[src/rtl/block_error_counter.sv]
// block_error_counter
//
// Compares each transmitted 66-bit coded block against the same block after
// the channel and keeps link statistics. The statistics are block, errored
// block, payload bit error and sync-header error counts, the number of error
// bursts, and the longest burst seen. A block is qualified for statistics by
// the selected mode: aligners only, control blocks, data blocks, or everything.
// Sync-header mismatches are counted for every valid enabled block, whatever
// the mode.
//
// The design is a two-stage pipeline. Stage 1 registers the payload error
// vector and the qualification. Stage 2 counts the error bits and updates all
// statistics. Results appear on the second rising edge after the input cycle.
//
// Ports:
//   i_clock          clock
//   i_reset          synchronous active-high reset
//   i_valid          ref/rx data and aligner tag are valid this cycle
//   i_aligner_tag    current block is an aligner
//   i_ref_data       transmitted block (sync header in [65:64])
//   i_rx_data        received block
//   i_rf_mode        qualification mode: 0 ALIN, 1 CTRL, 2 DATA, 3 ALL
//   i_rf_enable      checking enable
//   i_rf_clear       one-cycle pulse that zeroes all statistics
//   o_blk_cnt        qualified blocks checked
//   o_blk_err_cnt    qualified blocks with at least one payload bit error
//   o_bit_err_cnt    total payload bit errors
//   o_sh_err_cnt     sync-header mismatches
//   o_burst_cnt      error bursts started
//   o_max_burst_len  longest burst in blocks (includes a burst still open)
//   o_err_flag       one-cycle pulse per errored qualified block
module block_error_counter #(
  parameter int NB_CODED_BLOCK = 66,
  parameter int NB_CNT         = 32,
  parameter int NB_BURST_LEN   = 16,
  parameter int N_MODES        = 4,
  localparam int NB_MODES      = $clog2(N_MODES)
) (
  input  logic                      i_clock,
  input  logic                      i_reset,
  input  logic                      i_valid,
  input  logic                      i_aligner_tag,
  input  logic [NB_CODED_BLOCK-1:0] i_ref_data,
  input  logic [NB_CODED_BLOCK-1:0] i_rx_data,
  input  logic [NB_MODES-1:0]       i_rf_mode,
  input  logic                      i_rf_enable,
  input  logic                      i_rf_clear,
  output logic [NB_CNT-1:0]         o_blk_cnt,
  output logic [NB_CNT-1:0]         o_blk_err_cnt,
  output logic [NB_CNT-1:0]         o_bit_err_cnt,
  output logic [NB_CNT-1:0]         o_sh_err_cnt,
  output logic [NB_CNT-1:0]         o_burst_cnt,
  output logic [NB_BURST_LEN-1:0]   o_max_burst_len,
  output logic                      o_err_flag
);

  localparam int NB_PAYLOAD = NB_CODED_BLOCK - 2;
  localparam int NB_POP     = $clog2(NB_PAYLOAD + 1);
  localparam int NB_SUM     = NB_CNT + 1;

  localparam logic [NB_MODES-1:0] MODE_ALIN = NB_MODES'(0);
  localparam logic [NB_MODES-1:0] MODE_CTRL = NB_MODES'(1);
  localparam logic [NB_MODES-1:0] MODE_DATA = NB_MODES'(2);
  localparam logic [NB_MODES-1:0] MODE_ALL  = NB_MODES'(3);

  localparam logic [1:0] SH_CTRL = 2'b10;
  localparam logic [1:0] SH_DATA = 2'b01;

  typedef enum logic {
    IDLE,
    IN_BURST
  } burst_state_t;

  // Incrementing a statistics counter stops at all-ones.
  function automatic logic [NB_CNT-1:0] sat_inc(input logic [NB_CNT-1:0] value);
    if (&value) begin
      return value;
    end
    return value + NB_CNT'(1);
  endfunction

  function automatic logic [NB_POP-1:0] popcount(input logic [NB_PAYLOAD-1:0] vec);
    logic [NB_POP-1:0] count;
    count = '0;
    for (int i = 0; i < NB_PAYLOAD; i++) begin
      count = count + NB_POP'(vec[i]);
    end
    return count;
  endfunction

  logic [1:0]            ref_sh;
  logic [1:0]            rx_sh;
  logic [NB_PAYLOAD-1:0] ref_payload;
  logic [NB_PAYLOAD-1:0] rx_payload;
  logic                  mode_match;
  logic                  in_qualified;
  logic                  in_sh_mismatch;

  logic [NB_PAYLOAD-1:0] s1_err_vec;
  logic                  s1_qualified;
  logic                  s1_sh_mismatch;

  logic [NB_POP-1:0]     pop_count;
  logic                  blk_errored;
  logic [NB_SUM-1:0]     bit_sum;
  logic [NB_CNT-1:0]     bit_err_next;

  burst_state_t          state;
  burst_state_t          next_state;
  logic [NB_BURST_LEN-1:0] cur_len;
  logic [NB_BURST_LEN-1:0] next_len;
  logic                  burst_start;

  assign ref_sh      = i_ref_data[NB_CODED_BLOCK-1 -: 2];
  assign rx_sh       = i_rx_data[NB_CODED_BLOCK-1 -: 2];
  assign ref_payload = i_ref_data[NB_PAYLOAD-1:0];
  assign rx_payload  = i_rx_data[NB_PAYLOAD-1:0];

  // Block type comes from the transmitted header only, so corruption of the
  // received header cannot move a block between the CTRL and DATA classes.
  always_comb begin
    mode_match = 1'b0;
    case (i_rf_mode)
      MODE_ALIN: mode_match = i_aligner_tag;
      MODE_CTRL: mode_match = (ref_sh == SH_CTRL);
      MODE_DATA: mode_match = (ref_sh == SH_DATA);
      MODE_ALL:  mode_match = 1'b1;
      default:   mode_match = 1'b0;
    endcase
  end

  assign in_qualified   = i_valid && i_rf_enable && mode_match;
  assign in_sh_mismatch = i_valid && i_rf_enable && (ref_sh != rx_sh);

  // Stage 1: the mode and enable are sampled here, so a block keeps the
  // qualification it entered with even if the mode changes while it is in flight.
  always_ff @(posedge i_clock) begin
    if (i_reset || i_rf_clear) begin
      s1_err_vec     <= '0;
      s1_qualified   <= 1'b0;
      s1_sh_mismatch <= 1'b0;
    end else begin
      s1_err_vec     <= ref_payload ^ rx_payload;
      s1_qualified   <= in_qualified;
      s1_sh_mismatch <= in_sh_mismatch;
    end
  end

  assign pop_count   = popcount(s1_err_vec);
  assign blk_errored = s1_qualified && (pop_count != '0);

  // One extra bit catches overflow of the accumulated bit count.
  assign bit_sum      = {1'b0, o_bit_err_cnt} + NB_SUM'(pop_count);
  assign bit_err_next = bit_sum[NB_CNT] ? '1 : bit_sum[NB_CNT-1:0];

  always_ff @(posedge i_clock) begin
    if (i_reset || i_rf_clear) begin
      state   <= IDLE;
      cur_len <= '0;
    end else begin
      state   <= next_state;
      cur_len <= next_len;
    end
  end

  // Only qualified blocks move the burst FSM. Idle cycles and blocks filtered
  // out by the mode do not end a burst.
  always_comb begin
    next_state  = state;
    next_len    = cur_len;
    burst_start = 1'b0;
    if (s1_qualified) begin
      case (state)
        IDLE: begin
          if (blk_errored) begin
            next_state  = IN_BURST;
            next_len    = NB_BURST_LEN'(1);
            burst_start = 1'b1;
          end
        end
        IN_BURST: begin
          if (blk_errored) begin
            next_len = (&cur_len) ? cur_len : cur_len + NB_BURST_LEN'(1);
          end else begin
            next_state = IDLE;
            next_len   = '0;
          end
        end
      endcase
    end
  end

  // Stage 2 statistics. A clear discards the block in stage 1 because
  // the clear takes priority over every update here.
  always_ff @(posedge i_clock) begin
    if (i_reset || i_rf_clear) begin
      o_blk_cnt       <= '0;
      o_blk_err_cnt   <= '0;
      o_bit_err_cnt   <= '0;
      o_sh_err_cnt    <= '0;
      o_burst_cnt     <= '0;
      o_max_burst_len <= '0;
      o_err_flag      <= 1'b0;
    end else begin
      o_err_flag <= blk_errored;
      if (s1_qualified) begin
        o_blk_cnt     <= sat_inc(o_blk_cnt);
        o_bit_err_cnt <= bit_err_next;
      end
      if (blk_errored) begin
        o_blk_err_cnt <= sat_inc(o_blk_err_cnt);
        if (next_len > o_max_burst_len) begin
          o_max_burst_len <= next_len;
        end
      end
      if (burst_start) begin
        o_burst_cnt <= sat_inc(o_burst_cnt);
      end
      if (s1_sh_mismatch) begin
        o_sh_err_cnt <= sat_inc(o_sh_err_cnt);
      end
    end
  end

endmodule

[config.mk]
export PLATFORM = sky130hd
export DESIGN_NAME = block_error_counter
export DESIGN_NICKNAME = d
export VERILOG_FILES = /design/src/rtl/block_error_counter.sv
export SDC_FILE = /design/constraint.sdc
export NUM_CORES = 1
export LEC_CHECK = 0
export BUFFER_PORTS_ARGS = -buffer_cell sky130_fd_sc_hd__buf_2
export CORE_ASPECT_RATIO = 1.25
export CORE_UTILIZATION = 50
export CTS_BUF_LIST = sky130_fd_sc_hd__clkbuf_4 sky130_fd_sc_hd__clkbuf_8
export DETAILED_ROUTE_END_ITERATION = 8
export PLACE_DENSITY_LB_ADDON = 0.3
export SYNTH_ARGS = -nofsm -noshare
export SYNTH_HDL_FRONTEND = slang
export SYNTH_SLANG_ARGS = --single-unit
[constraint.sdc]
create_clock -name i_clock -period 11.9 [get_ports i_clock]
set_input_delay 2.38 -clock i_clock [delete_from_list [all_inputs] [get_ports i_clock]]
set_output_delay 2.38 -clock i_clock [all_outputs]
set_load 0.01 [all_outputs]
==> summary.md <==
| Metric | Value |
|---|---|
| H-tree lvl count | `2` |
| Post-Layout Cell Count | `2289` |
| Vias | `12.1k` |
| Post-Synth Adder-Cell Area | `12.0%` |
| Cell area after synthesis | `14000 um^2` |
| Layout Utilization | `61.0%` |
| Die ar. | `28700 um^2` |
| Setup ws final | `2430 ps` |
| Mean Syn Cell Area | `8.78 um^2` |
| Fin nets | `2146` |
| YS warnings | `0` |
| Post-Synth XOR/XNOR Area | `11.5%` |
| TritonCTS clock tree | `done` |
| Storage element area | `5200 um^2` |
| Post-detail-place hpwl | `24100 um` |
| # IOs | `317` |
| Number of remaining DRC errors | `0` |
| Worst EP required | `12290 ps` |
| Filler cell count | `2445` |
| Fin area | `16800 um^2` |
| Average vias per placed instance | `5.30` |
| Flops & latches, synth | `260` |
| Register area share after synthesis | `37.2%` |
| R2R cell count | `32` |
| CP Max Fanout | `27` |
| Port Buffers | `316` |
| Maximum VDD drop | `0.172 mV` |
| Area grow syn2layout | `20.1%` |
| Rows | `68` |
| Syn Inst Count | `1594` |
| Count of antenna-violating nets left after detailed routing | `0` |
| CTS Buffer Depth | `3` |
| Worst Setup Start Kind | `flip-flop` |
| Setup violations, final | `0` |
| Setup bufs post-CTS | `0` |
| Num CTS Buffers | `44` |
| Share of flip-flops with an asynchronous set or reset | `0%` |
| Achievable Freq | `106 MHz` |
| Status | `complete, no violations` |
| Number of global-route vias before repair | `11.5k` |
| R2R Setup Slk | `2430 ps` |
| Setup WS pre-CTS | `2390 ps` |
| Worst-skew pair later-pin latency | `570 ps` |
| Post-synth EDFFs | `0` |
| Crit path kind | `flip-flop to flip-flop` |
| Hold Path Origin | `o_bit_err_cnt[26]$_SDFFE_PP0P_` |
| Hold WS | `497 ps` |
| Global-route wire length before repair | `53000 um` |
| CTS resizes | `0` |
| CP max-delay cell | `a211oi_4` |
| Syn_nets | `1835` |
| Leak pwr | `7.06 nW` |
| Sum Neg Setup Slack | `0 ps` |
| Crit share post-route | `79.6%` |
| Worst slew margin | `17.0%` |
| FF-to-FF End | `o_max_burst_len[9]$_SDFFE_PP0P_` |
| Crit path DAT | `9860 ps` |
| Critical Path Max Stage Delay | `1030 ps` |
| Placed instance count | `2209` |
| DRT Wirelength | `33000 um` |
| Pwr/cell area | `173 nW/um^2` |
| Post-CTS Hold Buffers | `0` |
| Routed wire per std cell | `14.4 um` |
| WHS Endpoint | `o_bit_err_cnt[26]$_SDFFE_PP0P_` |
| Gr usage total | `22.7%` |
| Max-cap violations | `0` |
| Total power | `2.91 mW` |
| Worst-path clk slew | `60 ps` |
| Endpoint class of the critical path | `flip-flop` |
| Main combinational cell family by area after synthesis | `simple AND/OR/NAND/NOR gates` |
| DR iter-0 viols | `432` |
| Worst Tran Pin Value | `1240 ps` |
| Post-synthesis mux area share | `1.15%` |
| CTS Sinks | `260` |
| RePlAce Congestion | `0.853` |
| Starting density of the core | `50.8%` |
| Netlist cell types | `75` |
| Largest net degree at the start of global routing | `106` |
| Initial antenna violation count | `0` |
| Hold WC Path Type | `flip-flop to flip-flop` |
| Synth Area in Simple Gates | `23.9%` |
| Final Hold Fails | `0` |
| Min Tclk post-route | `9470 ps` |
| Core Area | `27600 um^2` |
| Synth Area in Compound Gates | `8.73%` |
| Overflow after GRT | `0` |
| CP most frequent cell | `fa_1` |
| Clock root buffer | `clkbuf_8` |
| Share of cells above drive strength 1 | `23.3%` |
| Main synth FF type | `dfxtp_1` |
| Worst Clk Skew | `31.5 ps` |
| Unrepaired setup endpoints after global routing | `no` |
| Post-DP Area | `15800 um^2` |
| Overall die height | `189 um` |
| # diodes | `0` |
| R2r startpoint | `s1_err_vec[29]$_SDFF_PP0_` |
| DRT Pass-1 Iters | `5` |
| Slew Viols, Final | `0` |
| Die X | `152 um` |
| Hold path depth | `1` |
| Area of the multi-input gates | `8030 um^2` |
[placed cells by master, fill, tap and decap left out, types with 46 or more instances in the layout]
master,instances
nand2_1,92
nor2_1,234
clkbuf_8,54
a21oi_1,75
ha_1,46
xnor2_1,146
nand3_1,65
fa_1,55
nor3_1,55
dfxtp_1,260
inv_1,135
buf_2,316
[cell type report]
class	instances	area share (%)
clock inverter	19	1.21
timing repair buffer	324	9.76
multi-input combinational	1140	47.7
tap	350	2.60
inverter	135	3.01
sequential	260	31.0
clock buffer	61	4.73
[logic make-up after synthesis]
group           after synthesis
simple gates                645
flops                       260
buf+inv                     194
compound gates              194
mux                          16
xor+xnor                    184
fa+ha+maj                   101
[report_power, final]
part	switching, mW	leakage, nW	internal (mW)	total, mW
combinational	0.656	4.44	0.466	1.12
sequential	0.00654	2.10	0.883	0.890
clock	0.374	0.524	0.523	0.896
total	1.04	7.06	1.87	2.91
[critical path: cells and delay by family, from the launching register on]
kind | cells | cell delay, ps
AND/OR/NAND/NOR | 7 | 1460
flip-flops | 1 | 320
adder cells (fa/ha/maj) | 11 | 4670
multiplexers | 2 | 700
buffers and inverters | 8 | 450
AO/OA/AOI/OAI | 4 | 1730
[state kept, by name, summed over array words and instances, names as in the netlist]
| name | flops |
|---|---|
| s1_err_vec | 64 |
| o_bit_err_cnt | 32 |
| o_blk_cnt | 32 |
| o_blk_err_cnt | 32 |
| o_burst_cnt | 32 |
| o_sh_err_cnt | 32 |
| cur_len | 16 |
| o_max_burst_len | 16 |
| o_err_flag | 1 |
| s1_qualified | 1 |
| s1_sh_mismatch | 1 |
| state | 1 |
[layer usage]
layer	vias to the layer above	wire length [um]	global-route usage, %
met5	-	0	0
met3	90	1790	4.22
met4	0	1250	9.52
met1	5677	13300	25.5
met2	339	16700	41.1
li1	6017	-	-
[synthesized netlist by cell type, types with 16 or more instances]
master / n / area, um^2
dfxtp_1: 260 / 5200
and3_1: 30 / 188
fa_1: 55 / 1100
nand2_1: 92 / 345
xnor2_1: 146 / 1280
clkbuf_1: 41 / 154
or3_1: 22 / 138
xor2_1: 38 / 333
o21ai_0: 42 / 210
nor4_1: 16 / 100
nand3_1: 65 / 325
inv_1: 135 / 507
ha_1: 46 / 576
nand4_1: 39 / 244
and4_1: 24 / 210
nor3_1: 55 / 275
nor2_1: 235 / 882
a21oi_1: 75 / 375
[worst max-delay path by stage]
stage / start / end / slack (ps) / depth (start not counted)
after global routing: s1_err_vec[23]$_SDFF_PP0_ / o_max_burst_len[9]$_SDFFE_PP0P_ / 1980 / 32
after detailed placement: s1_err_vec[29]$_SDFF_PP0_ / o_max_burst_len[4]$_SDFFE_PP0P_ / 2390 / 32
after floorplan: s1_err_vec[29]$_SDFF_PP0_ / o_max_burst_len[10]$_SDFFE_PP0P_ / 3460 / 33
after global placement: s1_err_vec[23]$_SDFF_PP0_ / o_max_burst_len[9]$_SDFFE_PP0P_ / 2540 / 32
after CTS: s1_err_vec[29]$_SDFF_PP0_ / o_max_burst_len[9]$_SDFFE_PP0P_ / 2390 / 32
final: s1_err_vec[29]$_SDFF_PP0_ / o_max_burst_len[9]$_SDFFE_PP0P_ / 2430 / 32
No activity file was read; power rests on OpenSTA's default activity.
